### config.mk
export PLATFORM = sky130hd
export DESIGN_NAME = mnist_layer_sequencer
export DESIGN_NICKNAME = d
export VERILOG_FILES = /design/src/rtl/mnist_pkg.sv /design/src/rtl/mnist_row_counter.sv /design/src/rtl/mnist_layer_sequencer.sv
export SDC_FILE = /design/constraint.sdc
export NUM_CORES = 1
export LEC_CHECK = 0
export ABC_AREA = 1
export BUFFER_PORTS_ARGS = -buffer_cell sky130_fd_sc_hd__buf_2
export CAP_MARGIN = 20
export CORE_UTILIZATION = 30
export CTS_CLUSTER_DIAMETER = 50
export DETAILED_ROUTE_END_ITERATION = 10
export PLACE_DENSITY = 0.52
export SLEW_MARGIN = 20
export SYNTH_ARGS = -nofsm -noshare
export SYNTH_HDL_FRONTEND = slang
export SYNTH_SLANG_ARGS = --single-unit
### constraint.sdc
create_clock -name clk -period 2 [get_ports clk]
set_input_delay 0.5 -clock clk [delete_from_list [all_inputs] [get_ports clk]]
set_output_delay 0.5 -clock clk [all_outputs]
set_load 0.02 [all_outputs]
### src/rtl/mnist_pkg.sv
// Shared definitions for the MNIST accelerator: layer sizes, datapath widths,
// memory bank select encodings and the layer sequencer state set.
package mnist_pkg;

  localparam int IMG_SIZE = 784;  // layer-1 inputs (pixels)
  localparam int HID_SIZE = 32;   // layer-2 inputs (hidden neurons)
  localparam int OUT_SIZE = 10;   // output classes
  localparam int ACC_W    = 20;   // MAC accumulator width
  localparam int DATA_W   = 8;    // pixel / weight width
  localparam int RELU_CYC = 2;    // cycles the ReLU phase is held (>= 1)
  localparam int ROW_W    = 10;   // row index / sweep counter width
  localparam int CNT_W    = 10;   // elapsed-cycle counter width

  // Weight memory bank select
  typedef enum logic [1:0] {
    SEL_NONE   = 2'd0,
    SEL_L1     = 2'd1,
    SEL_L2     = 2'd2,
    SEL_ARGMAX = 2'd3
  } layer_sel_e;

  typedef enum logic [3:0] {
    IDLE, LOAD, L1_CLR, L1_COMP, RELU, L2_CLR, L2_COMP, ARGMAX, DONE
  } state_e;

  // A run is in progress in every state except IDLE and DONE.
  function automatic logic is_busy(input state_e s);
    return (s != IDLE) && (s != DONE);
  endfunction

endpackage

### src/rtl/mnist_row_counter.sv
// Clearable up-counter with a terminal-count flag. The sequencer uses one
// instance for the L1 sweep, the ReLU hold and the L2 sweep by changing the
// terminal value per state. Clear has priority over enable.
module mnist_row_counter #(
  parameter int W = 10
) (
  input  logic         clk,
  input  logic         rst,
  input  logic         clr,
  input  logic         en,
  input  logic [W-1:0] term,
  output logic [W-1:0] cnt,
  output logic         tc
);

  logic [W-1:0] cnt_q, cnt_d;

  // Next count: clear wins, otherwise step when enabled.
  always_comb begin
    cnt_d = cnt_q;
    if (clr)     cnt_d = '0;
    else if (en) cnt_d = cnt_q + 1'b1;
  end

  // Count register.
  // NOTE: sequential state is written with <= only, so every flop samples
  // pre-edge values regardless of block ordering in simulation.
  always_ff @(posedge clk or negedge rst) begin
    if (!rst) cnt_q <= '0;
    else      cnt_q <= cnt_d;
  end

  assign cnt = cnt_q;
  assign tc  = (cnt_q == term);

endmodule

### src/rtl/mnist_layer_sequencer.sv
// Central control FSM of the MNIST accelerator: one inference per start
// request (load, L1 sweep, ReLU, L2 sweep, argmax latch), Moore outputs
// decoded from the state register.
// Optional: define SEQ_SOFT_ABORT_EN to add an 'abort' input that returns any
// busy state to IDLE, holding cycle_cnt and never raising done.
module mnist_layer_sequencer
  import mnist_pkg::*;
(
  input  logic             clk,
  input  logic             rst,
  input  logic             start,
`ifdef SEQ_SOFT_ABORT_EN
  input  logic             abort,
`endif
  output logic             done,
  output logic             busy,
  output logic [1:0]       layer_sel,
  output logic [ROW_W-1:0] row_idx,
  output logic             mac_en_l1,
  output logic             mac_clr_l1,
  output logic             mac_en_l2,
  output logic             mac_clr_l2,
  output logic             load_img,
  output logic             comp_l1,
  output logic             apply_relu,
  output logic             comp_l2,
  output logic             find_max,
  output logic [CNT_W-1:0] cycle_cnt
);

  state_e           state_q, state_d;
  logic [CNT_W-1:0] cyc_q, cyc_d;
  logic [ROW_W-1:0] row_cnt, row_term;
  logic             row_tc, row_clr, row_en;
  logic             abort_hit;

  // Soft abort request, only meaningful while a run is in progress.
  always_comb begin
`ifdef SEQ_SOFT_ABORT_EN
    abort_hit = abort && is_busy(state_q);
`else
    abort_hit = 1'b0;
`endif
  end

  // Terminal sweep value for the phase currently being timed.
  always_comb begin
    case (state_q)
      L1_COMP: row_term = ROW_W'(IMG_SIZE - 1);
      RELU:    row_term = ROW_W'(RELU_CYC - 1);
      L2_COMP: row_term = ROW_W'(HID_SIZE - 1);
      default: row_term = '0;
    endcase
  end

  // Next-state logic.
  // NOTE: every always_comb output gets a default first, so no path can
  // leave it unassigned and infer a latch.
  always_comb begin
    state_d = state_q;
    case (state_q)
      IDLE:    if (start) state_d = LOAD;
      LOAD:    state_d = L1_CLR;
      L1_CLR:  state_d = L1_COMP;
      L1_COMP: if (row_tc) state_d = RELU;
      RELU:    if (row_tc) state_d = L2_CLR;
      L2_CLR:  state_d = L2_COMP;
      L2_COMP: if (row_tc) state_d = ARGMAX;
      ARGMAX:  state_d = DONE;
      DONE:    if (!start) state_d = IDLE;
      default: state_d = IDLE;
    endcase
    if (abort_hit) state_d = IDLE;
  end

  // The sweep counter restarts on every state change and runs only in the
  // timed phases.
  assign row_clr = (state_d != state_q);
  assign row_en  = (state_q == L1_COMP) || (state_q == RELU) || (state_q == L2_COMP);

  mnist_row_counter #(.W(ROW_W)) u_row_cnt (
    .clk  (clk),
    .rst  (rst),
    .clr  (row_clr),
    .en   (row_en),
    .term (row_term),
    .cnt  (row_cnt),
    .tc   (row_tc)
  );

  // Elapsed cycles: zero on entry to LOAD, saturating step while busy,
  // frozen in DONE, cleared when a completed run returns to IDLE and held
  // when a run is aborted.
  always_comb begin
    cyc_d = cyc_q;
    if (state_q == IDLE && state_d == LOAD)
      cyc_d = '0;
    else if (state_q == DONE && state_d == IDLE)
      cyc_d = '0;
    else if (is_busy(state_q) && !abort_hit)
      cyc_d = (cyc_q == '1) ? cyc_q : cyc_q + 1'b1;
  end

  // State and elapsed-cycle registers.
  always_ff @(posedge clk or negedge rst) begin
    if (!rst) begin
      state_q <= IDLE;
      cyc_q   <= '0;
    end else begin
      state_q <= state_d;
      cyc_q   <= cyc_d;
    end
  end

  // Moore output decode.
  always_comb begin
    layer_sel  = SEL_NONE;
    load_img   = 1'b0;
    mac_clr_l1 = 1'b0;
    comp_l1    = 1'b0;
    apply_relu = 1'b0;
    mac_clr_l2 = 1'b0;
    comp_l2    = 1'b0;
    find_max   = 1'b0;
    case (state_q)
      LOAD:    load_img = 1'b1;
      L1_CLR:  begin mac_clr_l1 = 1'b1; layer_sel = SEL_L1; end
      L1_COMP: begin comp_l1    = 1'b1; layer_sel = SEL_L1; end
      RELU:    begin apply_relu = 1'b1; layer_sel = SEL_L1; end
      L2_CLR:  begin mac_clr_l2 = 1'b1; layer_sel = SEL_L2; end
      L2_COMP: begin comp_l2    = 1'b1; layer_sel = SEL_L2; end
      ARGMAX:  begin find_max   = 1'b1; layer_sel = SEL_ARGMAX; end
      default: ;
    endcase
  end

  assign mac_en_l1 = comp_l1;
  assign mac_en_l2 = comp_l2;
  assign busy      = is_busy(state_q);
  assign done      = (state_q == DONE);
  assign row_idx   = (comp_l1 || comp_l2) ? row_cnt : '0;
  assign cycle_cnt = cyc_q;

endmodule

[After elaboration in Yosys (flattened, before gate mapping)]
Index checks and enable logic that the tools add are counted.
Word-level totals
  register bits: 24
  word-level logic and storage cells: 55
Cells by class
  $add $sub $neg: 2
  equal/unequal tests: 14
  muxes and demuxes: 22
  reductions and logical operators: 14
Operators with widths (count)
  $mux W10: 7
  $pmux W4 S9: 1
  $pmux W10 S3: 1
  $add A10 B1 Y10 const B: 2
  $mux W4: 5
  $eq A4 B3 Y1 const B: 4
  $eq A10 B10 Y1: 1
  $eq A10 B10 Y1 const B: 1
  $eq A4 B1 Y1 const B: 2
  $eq A4 B2 Y1 const B: 2
  $logic_not A4 Y1: 2
  $mux W1: 7
  $pmux W2 S3: 1
  $eq A4 B4 Y1 const B: 1
  $ne A4 B4 Y1: 1
  $ne A4 B4 Y1 const B: 1
  $reduce_bool A4 Y1: 1
  $logic_and A1 B1 Y1: 3
  $logic_or A1 B1 Y1: 3
  $ne A3 B3 Y1 const B: 1
  $reduce_bool A3 Y1: 1
  $reduce_or A3 Y1: 1
  $reduce_and A2 Y1: 1
  $reduce_bool A2 Y1: 1
  $reduce_or A2 Y1: 1

[Depth between registers and ports, before layout]
Gate-level depths: netlist of the first run.
  depth in word-level cells: 9
  gate-level depth with buffers: 16

[By module]
A second synthesis of the first run with hierarchy kept.
Unflattened totals
  cells, all modules: 277
  area, all modules: 1886.8 um^2
By module, submodules not included
  mnist_layer_sequencer: times used 1, cells each 176, area each 1189.9 um^2, seq. area each 350.3 um^2
  mnist_row_counter: times used 1, cells each 101, area each 696.9 um^2, seq. area each 250.2 um^2

[Least setup slack after synthesis of the first run]
Ideal clock, no wire load.
  path kind: register to output
  start: register state_q[3]
  end: output row_idx[0]
  arrival: 1342 ps
  setup slack: 158 ps
  cell stages (with the launch flop): 6
  path buffers: 0
  cell sequence: dfrtp_1 > nor2_2 > nand2_2 > nand2_1 > clkinv_1 > nor2_1
Between the ends
  cells in the longest elaborated chain, start to end: 4
  elaborated cells on any way between the ends: 6
  classes of those cells: eq/ne: 2; mux: 3; reduce/logical: 1
RTL lines
  from (decl): line mnist_layer_sequencer.sv:31  | state_e state_q, state_d;
  from (signal assigned): line mnist_layer_sequencer.sv:110  | state_q <= state_d;
  $eq A4 B2 Y1 or $eq A4 B3 Y1 (tied branches): line mnist_layer_sequencer.sv:125  | case (state_q)
  $mux W1: line mnist_layer_sequencer.sv:125
  $logic_or A1 B1 Y1 *: line mnist_layer_sequencer.sv:141  | assign row_idx = (comp_l1 || comp_l2) ? row_cnt : '0;
  $mux W10 *: line mnist_layer_sequencer.sv:141
  to (decl): line mnist_layer_sequencer.sv:18  | output logic [ROW_W-1:0] row_idx,
Every way passes the cells marked *; elsewhere a longest branch is shown, timed or not.

[Final worst setup path of the first run]
  start: register state_q[0]
  end: output layer_sel[0]
Between the ends
  cells in the longest elaborated chain, start to end: 3
  elaborated cells on any way between the ends: 9
  classes of those cells: eq/ne: 6; mux: 1; reduce/logical: 2
RTL lines
  $eq A4 B2 Y1 or $eq A4 B3 Y1 (tied branches): line mnist_layer_sequencer.sv:125
  $reduce_or A3 Y1 (no line) or $reduce_or A2 Y1 (tied branches)
  $pmux W2 S3 *: line mnist_layer_sequencer.sv:125
  to (decl): line mnist_layer_sequencer.sv:17  | output logic [1:0] layer_sel,
Marked as above.

==> flow_metrics.py, run 1 <==
metrics = {
    "outcome": {
        "outcome": "complete, no violations",
    },
    "synth": {
        "synth_area_leaders": "dfrtp_1 (38%), nor2_1 (9.3%), nand2_1 (8.4%), inv_1 (7.4%), nor2_2 (7.2%)",
        "synth-async-reset-ratio_pct": 100,
        "synth-edff-count": 0,
        "synth_area_mm2": 0.00157,
        "synth.most_common_cell": "nor2_1",
        "yosysTopAreaCell": "dfrtp_1",
        "synthCells": 214,
        "synth_flop_cell": "dfrtp_1",
        "syn-num-nets": 219,
        "yosys_warnings": 0,
        "netlist_top_cells_count": "nor2_1 (39), nand2_1 (35), inv_1 (31), dfrtp_1 (24), nor2_2 (18)",
        "yosys.cell_types.count": 24,
        "yosysSeqAreaShare_pct": 38.3,
        "syn_avg_cell_area_um2": 7.33,
        "yosysTopAreaCellShare_pct": 38.3,
        "synth.ff_latch_count": 24,
    },
    "clocking": {
        "root_buffer": "clkbuf_8",
        "hold_buffers": 0,
        "cts.clk_slew.worst_paths_ps": 90,
        "cts_max_level": 1,
        "cts_buffers": 3,
        "cts_sinks": 24,
        "clockBufferDepth": 2,
        "insertion_delay_ps": 270,
        "cts_tree": "yes",
    },
    "floorplanning": {
        "num_rows": 25,
        "core_mm2": 0.00488,
        "die_width_um": 74.3,
        "die_y_um": 74.3,
        "num_io_pins": 36,
        "start_util_pct": 32.1,
        "die_area_mm2": 0.00552,
    },
    "layout": {
        "utilization_pct": 44.9,
        "finalInstanceArea_mm2": 0.00219,
        "register_area_um2": 606,
        "multi_input_area_um2": 938,
        "nets": 275,
        "num-fill-cells": 529,
        "final_layout_size_suffix_gt1_share_pct": 42.4,
        "diodes": 0,
        "areaGrowthSynthToFinish_pct": 39.8,
    },
    "sta": {
        "holdWs_ps": 217,
        "max_slew_margin_pct": 61.9,
        "finalCritPeriodShare_pct": 99.5,
        "fin_ws_ps": 9.28,
        "tns_ps": 0,
        "final-max-slew-violation-count": 0,
        "fmaxAchievable_mhz": 502,
        "min_period_ps": 1990,
        "clock_skew_ps": 6.45,
        "rsz0062_at_grt": "yes",
        "worst_pin_slew_ps": 572,
        "setup_violations": 0,
        "hold_viol": 0,
    },
    "placement": {
        "numPortBuffers": 35,
        "dpl_worst_slack_ps": -27.9,
        "place_hpwl_um": 2790,
        "gp_congestion": 0.771,
        "place_area_mm2": 0.00188,
    },
    "global_route": {
        "grtUsageTotal_pct": 14.4,
        "grt_start_max_net_pins": 25,
        "grt_overflow_total": 0,
        "grt_pass1_wl_um": 6040,
        "grt_antenna_before_repair": 0,
        "grt_pass1_vias": 1318,
    },
    "critical_path": {
        "cp.required_ps": 1500,
        "cp_max_fo": 4,
        "critPathKind": "reg2out",
        "r2r_cells": 14,
        "cp-start-kind": "flop",
        "worstSetupEndpointType": "output pin",
        "worst-endpoint-arrival_ps": 1490,
    },
    "drt": {
        "first_iter_violations": 68,
        "drcViolationCount": 0,
        "drt-total-wl_um": 3920,
        "firstDrtPassIters": 4,
        "via_count": 1475,
        "wl_per_cell_um": 11.7,
        "postRouteAntennaNets": 0,
        "via_per_inst": 4.39,
    },
    "power": {
        "ir_worst_vdd_v": 0.000524,
        "leakage_nw": 1.05,
        "powerDensity_mw_per_mm2": 1450,
    },
    "hold_path": {
        "hold_class": "in2async",
    },
    "flow_run": {
        "cap_violations": 0,
    },
}
## sequential cells by signal, indices dropped and copies added (netlist names)
register / flops
cycle_cnt: 10
u_row_cnt.cnt: 10
state_q: 4
## power by group
group	internal, mW	switching (mW)	leakage (nW)
combinational	0.760	1.28	0.698
clock	0.268	0.162	0.0357
sequential	0.590	0.129	0.319
total	1.62	1.57	1.05
## per-layer routing
| metal | track usage [%] | share of wire, % |
|---|---|---|
| met2 | 23.8 | 47 |
| met5 | 0 | 0 |
| met1 | 19.9 | 49 |
| met3 | 1.63 | 2.8 |
| met4 | 4.40 | 1.1 |
## final cells by class
type                    instances  share of cell area [%]
clock buffers                   3                    1.88
inverters                      34                    6.16
repair buffers                 51                    16.0
well taps                      67                    3.82
clock inverters                 1                    1.37
multi-input cells             155                    42.8
flip-flops and latches         24                    27.6
repair inverters                1                   0.285
## metrics by stage
| stage | std cells | power (mW) |
|---|---|---|
| finish | 336 | 3.19 |
| global route | 336 | 3.45 |
| CTS | 330 | 2.93 |
| detailed placement | 323 | 2.36 |
| global placement | 323 | 2.38 |
| floorplan | 214 | 1.88 |
## cells by family after synthesis
logic type	Yosys count	share of synthesized area, %
compound gates	8	2.95
xor+xnor	14	7.82
fa+ha+maj	2	1.60
buf+inv	36	9.18
flops	24	38.3
simple gates	130	40.1
## repair_timing
item                                    in CTS  in global routing
setup buffers                                2                  5
endpoints found under the setup margin      20                 32
gates cloned                                 1                  1
gates resized for setup                     21                 34
pin swaps                                    7                  9
## path summary, 6_finish.rpt
check	startpoint	end	slack (ps)
worst min-delay path	rst	u_row_cnt.cnt[6]	220
worst max-delay path	state_q[0]	layer_sel[0]	9
max in group asynchronous	rst	state_q[0]	1380
worst min register to register	cycle_cnt[9]	cycle_cnt[9]	590
worst max register to register	state_q[0]	cycle_cnt[5]	80
min in group clk	cycle_cnt[9]	cycle_cnt[9]	590
## cells in the final DEF, fill, tap and decap left out, drive strengths merged
master | netlist | layout
nor2 | 58 | 58
buf | 2 | 51
nand2 | 44 | 45
inv | 32 | 34
dfrtp | 24 | 24
nand3 | 15 | 15
xor2 | 12 | 12
nor3 | 6 | 6
o21ai | 5 | 5
nand4 | 5 | 5
clkbuf | 0 | 3
nand3b | 2 | 2
xnor2 | 2 | 2
ha | 2 | 2
clkinv | 2 | 1
o2111ai | 1 | 1
o211ai | 1 | 1
a21oi | 1 | 1
bufinv | 0 | 1
## worst max-delay path, stage by stage, from the launching register on
cell	delay, ps
dfrtp_2	470
buf_12	140
nor2_4	90
buf_6	100
nand2_2	60
inv_2	60
nor2_1	40
o21ai_0	60
buf_2	190
Note: power is estimated with default switching activity, not from simulation.
==> inputs of run 2 (changes only) <==
CELL_PAD_IN_SITES_DETAIL_PLACEMENT = 1   (was unset)
CELL_PAD_IN_SITES_GLOBAL_PLACEMENT = 1   (was unset)
PLACE_DENSITY = 0.68   (was 0.52)
==> run 2 against run 1 <==
  * The flow now finishes with violations (negative setup slack)
  * Sequential cell count is the same
  * Clock power rose by 1%
  * Combinational power is 22% higher
  * Clock skew shrank 3.7 ps
  * Final area is 9.4% higher
  * Critical path depth decreased by 1
  * Cell count is 3.3% higher
  * First-iteration DRC count down 44%
  * Total power increased by 15%
  * Fmax down 0.57%
  * Critical path type unchanged
  * Critical endpoint is now row_idx[7]
==> flow_metrics.py, run 2 (same netlist as run 1, synthesis figures left out) <==
metrics = {
    "outcome": {
        "outcome": "finished with violations",
        "failed_checks": "negative setup slack",
    },
    "power": {
        "seqPwrFrac_pct": 20.0,
        "leakage_nw": 1.13,
        "p_sw_mw": 1.83,
        "p_sw_share_pct": 49.9,
        "p_int_mw": 1.83,
        "p_clk_share_pct": 11.9,
        "powerDensity_mw_per_mm2": 1530,
        "ir_worst_vdd_v": 0.000569,
        "comb_power_share_pct": 68.1,
    },
    "global_route": {
        "grt_antenna_before_repair": 0,
        "grt_pass1_vias": 1532,
        "grt_pass1_wl_um": 7200,
        "grtUsageTotal_pct": 17.2,
        "grt_start_max_net_pins": 25,
        "grt_overflow_total": 0,
    },
    "sta": {
        "worst_pin_slew_ps": 552,
        "hold_viol": 0,
        "rsz0062_at_grt": "yes",
        "setup_violations": 2,
        "min_period_ps": 2000,
        "fin_ws_ps": -2.21,
        "finalCritPeriodShare_pct": 100,
        "clock_skew_ps": 2.71,
        "fmaxAchievable_mhz": 499,
        "final-max-slew-violation-count": 0,
        "max_slew_margin_pct": 63.2,
    },
    "flow_run": {
        "cap_violations": 0,
    },
    "floorplanning": {
        "core_mm2": 0.00488,
        "die_width_um": 74.3,
        "die_y_um": 74.3,
        "die_area_mm2": 0.00552,
        "start_util_pct": 32.1,
        "num_io_pins": 36,
        "num_rows": 25,
    },
    "clocking": {
        "clockBufferDepth": 2,
        "cts.clk_slew.worst_paths_ps": 90,
        "root_buffer": "clkbuf_8",
        "cts_sinks": 24,
        "cts_max_level": 1,
        "cts_buffers": 3,
        "hold_buffers": 0,
        "cts_tree": "yes",
        "insertion_delay_ps": 270,
    },
    "drt": {
        "postRouteAntennaNets": 0,
        "drcViolationCount": 0,
        "firstDrtPassIters": 4,
        "via_per_inst": 4.65,
        "via_count": 1614,
        "first_iter_violations": 38,
        "drt-total-wl_um": 4830,
        "wl_per_cell_um": 13.9,
    },
    "placement": {
        "place_hpwl_um": 3210,
        "gp_congestion": 0.798,
        "placed_cells": 324,
        "numPortBuffers": 35,
    },
    "critical_path": {
        "cp-start-kind": "flop",
        "cp_max_fo": 5,
        "cp.required_ps": 1500,
        "critPathKind": "reg2out",
        "worst-endpoint-arrival_ps": 1500,
        "worstSetupEndpointType": "output pin",
        "reg2reg_slack_ps": 40,
    },
    "layout": {
        "utilization_pct": 49.2,
        "stdcell_count": 347,
        "final_cell_mix": "buf_4 (30), nor2_2 (28), nand2_1 (27)",
        "final_layout_size_suffix_gt1_share_pct": 51.8,
        "areaGrowthSynthToFinish_pct": 53.0,
        "final_common_cell": "buf_4",
        "diodes": 0,
        "num-fill-cells": 615,
        "nets": 286,
    },
    "hold_path": {
        "hold_class": "in2async",
    },
}
-- run 2: worst paths after layout --
| check | startpoint | endpoint | cells past startpoint |
|---|---|---|---|
| setup / recovery | state_q[2] | row_idx[7] | 7 |
| min in group clk | u_row_cnt.cnt[8] | u_row_cnt.cnt[8] | 2 |
| hold / removal | rst | u_row_cnt.cnt[6] | 1 |
| setup reg to reg | state_q[0] | cycle_cnt[1] | 13 |
| max in group asynchronous | rst | state_q[2] | 1 |
| hold reg to reg | u_row_cnt.cnt[8] | u_row_cnt.cnt[8] | 2 |
-- run 2: per-stage QoR --
| stage | area (µm²) | worst slack (ps) | hold slack [ps] | total power [mW] | setup TNS, ps |
|---|---|---|---|---|---|
| 6_report | 2400 | -2.21 | 206 | 3.66 | -3.43 |
| 5_1_grt | 2400 | -79.2 | 243 | 3.92 | -1450 |
| 4_1_cts | 2130 | -27.9 | 229 | 3.08 | -153 |
| 3_5_place_dp | 1890 | -44.7 | 526 | 2.42 | -321 |
| 3_3_place_gp | 1890 | -18.8 | 522 | 2.40 | -170 |
| 2_1_floorplan | 1570 | 158 | 204 | 1.88 | 0 |
-- run 2: repair_timing --
action,4_1_cts,5_1_grt
endpoints found under the setup margin,25,37
resized for setup,37,57
endpoints found under the hold margin,0,0
setup buffers,9,9
pin swaps,8,19
cloned,1,0
-- run 2: critical path, stage by stage (launching register included) --
cell and delay (ps):
dfrtp_2 460, nor2_4 170, nand2_4 100, nand2_4 100, clkinv_4 60, buf_6 130
nor2_4 100, buf_6 120
-- run 2: power by group through the flow --
stage / Combinational [mW] / Clock (mW) / Sequential (mW)
after detailed placement: 1.71 / 0 / 0.709
final: 2.49 / 0.436 / 0.732
after global routing: 2.70 / 0.470 / 0.749
after floorplan: 1.14 / 0 / 0.746
after CTS: 1.93 / 0.439 / 0.707
after global placement: 1.70 / 0 / 0.706
-- run 2: routing by layer --
layer / vias up / GRT usage [%] / share of wire (%)
met4: 0 / 6.29 / 1.8
met5: - / 0 / 0
li1: 798 / - / -
met3: 6 / 1.49 / 1.5
met2: 24 / 28.1 / 52
met1: 786 / 23.9 / 45
-- run 2: final cells by class --
type / count / area, µm² / share of cell area, %
clock buffers: 3 / 41.3 / 1.72
clock inverters: 1 / 30.0 / 1.25
inverters: 34 / 138 / 5.74
multi-input cells: 155 / 1050 / 43.7
flip-flops and latches: 24 / 606 / 25.2
well taps: 67 / 83.8 / 3.50
repair buffers: 63 / 453 / 18.9
==> inputs of run 3 (changes only) <==
PLACE_DENSITY = 0.67   (was 0.68)
SYNTH_HIERARCHICAL = 1   (was unset)
==> run 3 against run 2 <==
  * The flow still finishes with violations (negative setup slack)
  * Sequential cell count stayed put
  * Register-to-register slack lost 760 ps
  * Count of clock-buffer cells in the layout is the same
  * Synthesized area is 20% higher
  * Synthesized cell count rose by 29%
  * Utilization down 1.3 points
  * Final area increased by 19%
  * Worst setup slack got worse by 720 ps
  * Critical path type is now reg2reg
  * Critical endpoint is now u_row_cnt/cnt[8]
  * Largest power group unchanged
==> flow_metrics.py, run 3 <==
metrics = {
    "outcome": {
        "outcome": "finished with violations",
        "failed_checks": "negative setup slack",
    },
    "placement": {
        "gp_congestion": 0.756,
        "numPortBuffers": 35,
        "place_area_mm2": 0.00248,
        "dpl_worst_slack_ps": -822,
        "place_hpwl_um": 4410,
    },
    "clocking": {
        "clockBufferDepth": 2,
        "cts_max_level": 1,
        "cts.clk_slew.worst_paths_ps": 100,
        "root_buffer": "clkbuf_8",
        "cts_sinks": 24,
        "insertion_delay_ps": 270,
        "cts_tree": "yes",
        "cts_buffers": 3,
    },
    "power": {
        "ir_worst_vdd_v": 0.000629,
        "leakage_nw": 1.45,
        "powerDensity_mw_per_mm2": 1220,
    },
    "critical_path": {
        "path_buf_inv": 6,
        "crit_family": "simple AND/OR/NAND/NOR gates",
        "cp.required_ps": 2210,
        "crit_chain": "inv_2, nor2_4, nand2_2, nor2_4, nor2_4, inv_2, xor2_1, nor2_1, nand3_1, nor2_2, nand2_1, nand3_2, nand2_2, nor2_4, inv_2, nand2_1, nand4_1, buf_4, buf_6, inv_8, nand4_1, nand2_2",
        "cpMaxStageDelayCell": "dfrtp_1",
        "cp_max_fo": 5,
        "worstSetupEndpointType": "flop",
        "worst-endpoint-arrival_ps": 2940,
        "critPathKind": "reg2reg",
        "critPathMostFrequentCell": "nor2_4",
        "cp-start-kind": "flop",
        "max_stage_delay_ps": 440,
    },
    "drt": {
        "drcViolationCount": 0,
        "via_per_inst": 4.73,
        "drt-total-wl_um": 6250,
        "firstDrtPassIters": 4,
        "postRouteAntennaNets": 0,
        "via_count": 2084,
        "first_iter_violations": 91,
        "wl_per_cell_um": 14.2,
    },
    "synth": {
        "synth.ff_latch_count": 24,
        "synth-edff-count": 0,
        "synth.most_common_cell": "nand2_1",
        "yosysSeqAreaShare_pct": 31.8,
        "synth_flop_cell": "dfrtp_1",
        "synth-async-reset-ratio_pct": 100,
        "synth_area_leaders": "dfrtp_1 (32%), nand2_1 (13%), inv_1 (9.9%), nor2_1 (7.2%), nand3_1 (6.4%)",
        "yosys.cell_types.count": 26,
        "yosysTopAreaCellShare_pct": 31.8,
        "synth_area_mm2": 0.00189,
        "netlist_top_cells_count": "nand2_1 (66), inv_1 (50), nor2_1 (36), dfrtp_1 (24), nand3_1 (24)",
        "synthCells": 277,
        "yosysTopAreaCell": "dfrtp_1",
        "syn_avg_cell_area_um2": 6.81,
        "yosys_warnings": 6,
    },
    "layout": {
        "areaGrowthSynthToFinish_pct": 51.8,
        "final_common_cell": "nand2_1",
        "multi_input_area_mm2": 0.00125,
        "diodes": 0,
        "nets": 372,
        "num-fill-cells": 776,
        "finalInstanceArea_mm2": 0.00286,
        "final_layout_size_suffix_gt1_share_pct": 45.6,
        "register_area_um2": 604,
        "final_cell_mix": "nand2_1 (57), buf_4 (55), inv_1 (44)",
    },
    "sta": {
        "finalCritPeriodShare_pct": 136,
        "fmaxAchievable_mhz": 367,
        "rsz0062_at_grt": "yes",
        "clock_skew_ps": 7.71,
        "min_period_ps": 2720,
        "holdWs_ps": 220,
        "hold_viol": 0,
        "setup_violations": 32,
        "max_slew_margin_pct": 59.9,
        "worst_pin_slew_ps": 602,
        "final-max-slew-violation-count": 0,
        "fin_ws_ps": -723,
    },
    "global_route": {
        "grt_antenna_before_repair": 0,
        "grt_pass1_vias": 2118,
        "grt_pass1_wl_um": 10100,
        "grt_overflow_total": 0,
        "grtUsageTotal_pct": 20.1,
        "grt_start_max_net_pins": 25,
    },
    "flow_run": {
        "cap_violations": 0,
    },
    "floorplanning": {
        "num_rows": 28,
        "die_width_um": 81.3,
        "die_y_um": 81.3,
        "core_mm2": 0.00599,
        "num_io_pins": 36,
        "start_util_pct": 31.5,
        "die_area_mm2": 0.00661,
    },
    "hold_path": {
        "hold_class": "in2async",
    },
}
run 3: layout make-up:
class,instances,share of cell area [%]
well taps,75,3.28
clock inverters,1,1.05
multi-input cells,198,43.7
inverters,53,7.21
repair buffers,86,22.0
repair inverters,1,0.218
flip-flops and latches,24,21.1
clock buffers,3,1.44
run 3: timing repair:
item | 4_1_cts | 5_1_grt
pin swaps | 20 | 16
setup endpoints to repair | 34 | 41
setup buffers | 13 | 5
cloned | 2 | 0
hold buffers | 0 | 0
resized for setup | 37 | 25
run 3: logic make-up after synthesis:
group	synth area share, %
other	0.199
buffers and inverters	12.9
XOR/XNOR	6.03
AND/OR/NAND/NOR	44.4
flip-flops	31.8
adder cells (fa/ha/maj)	1.33
AO/OA/AOI/OAI	3.32
run 3: path summary, 6_finish.rpt:
check                        startpoint               end  slack, ps  depth (start not counted)
min                                 rst      cycle_cnt[8]        220                          1
min reg2reg                cycle_cnt[1]      cycle_cnt[1]        610                          2
max in group asynchronous           rst        state_q[0]       1350                          1
max                          state_q[2]  u_row_cnt/cnt[8]       -720                         22
min in group clk                  start        state_q[3]        600                          3
max reg2reg                  state_q[2]  u_row_cnt/cnt[8]       -720                         22
run 3: per-stage QoR:
stage	TNS, ps	cells	power (mW)	utilization, %
global route	-18810	441	3.77	47.8
finish	-12460	441	3.49	47.8
global placement	-8640	421	2.57	41.5
CTS	-13360	437	3.34	46.0
floorplan	-12050	279	1.97	-
detailed placement	-11430	421	2.62	41.5
run 3: where the power goes:
group / leakage, nW / total [mW] / internal, mW / switching [mW]
sequential: 0.301 / 0.877 / 0.635 / 0.242
clock: 0.0357 / 0.444 / 0.268 / 0.177
combinational: 1.11 / 2.17 / 0.944 / 1.23
run 3: per-layer routing:
metal	global-route usage [%]	share of wire (%)	vias to the layer above
met1	24.9	45	1025
met2	36.8	53	21
li1	-	-	1034
met3	2.36	1.6	4
met5	0	0	-
met4	4.11	0.64	0
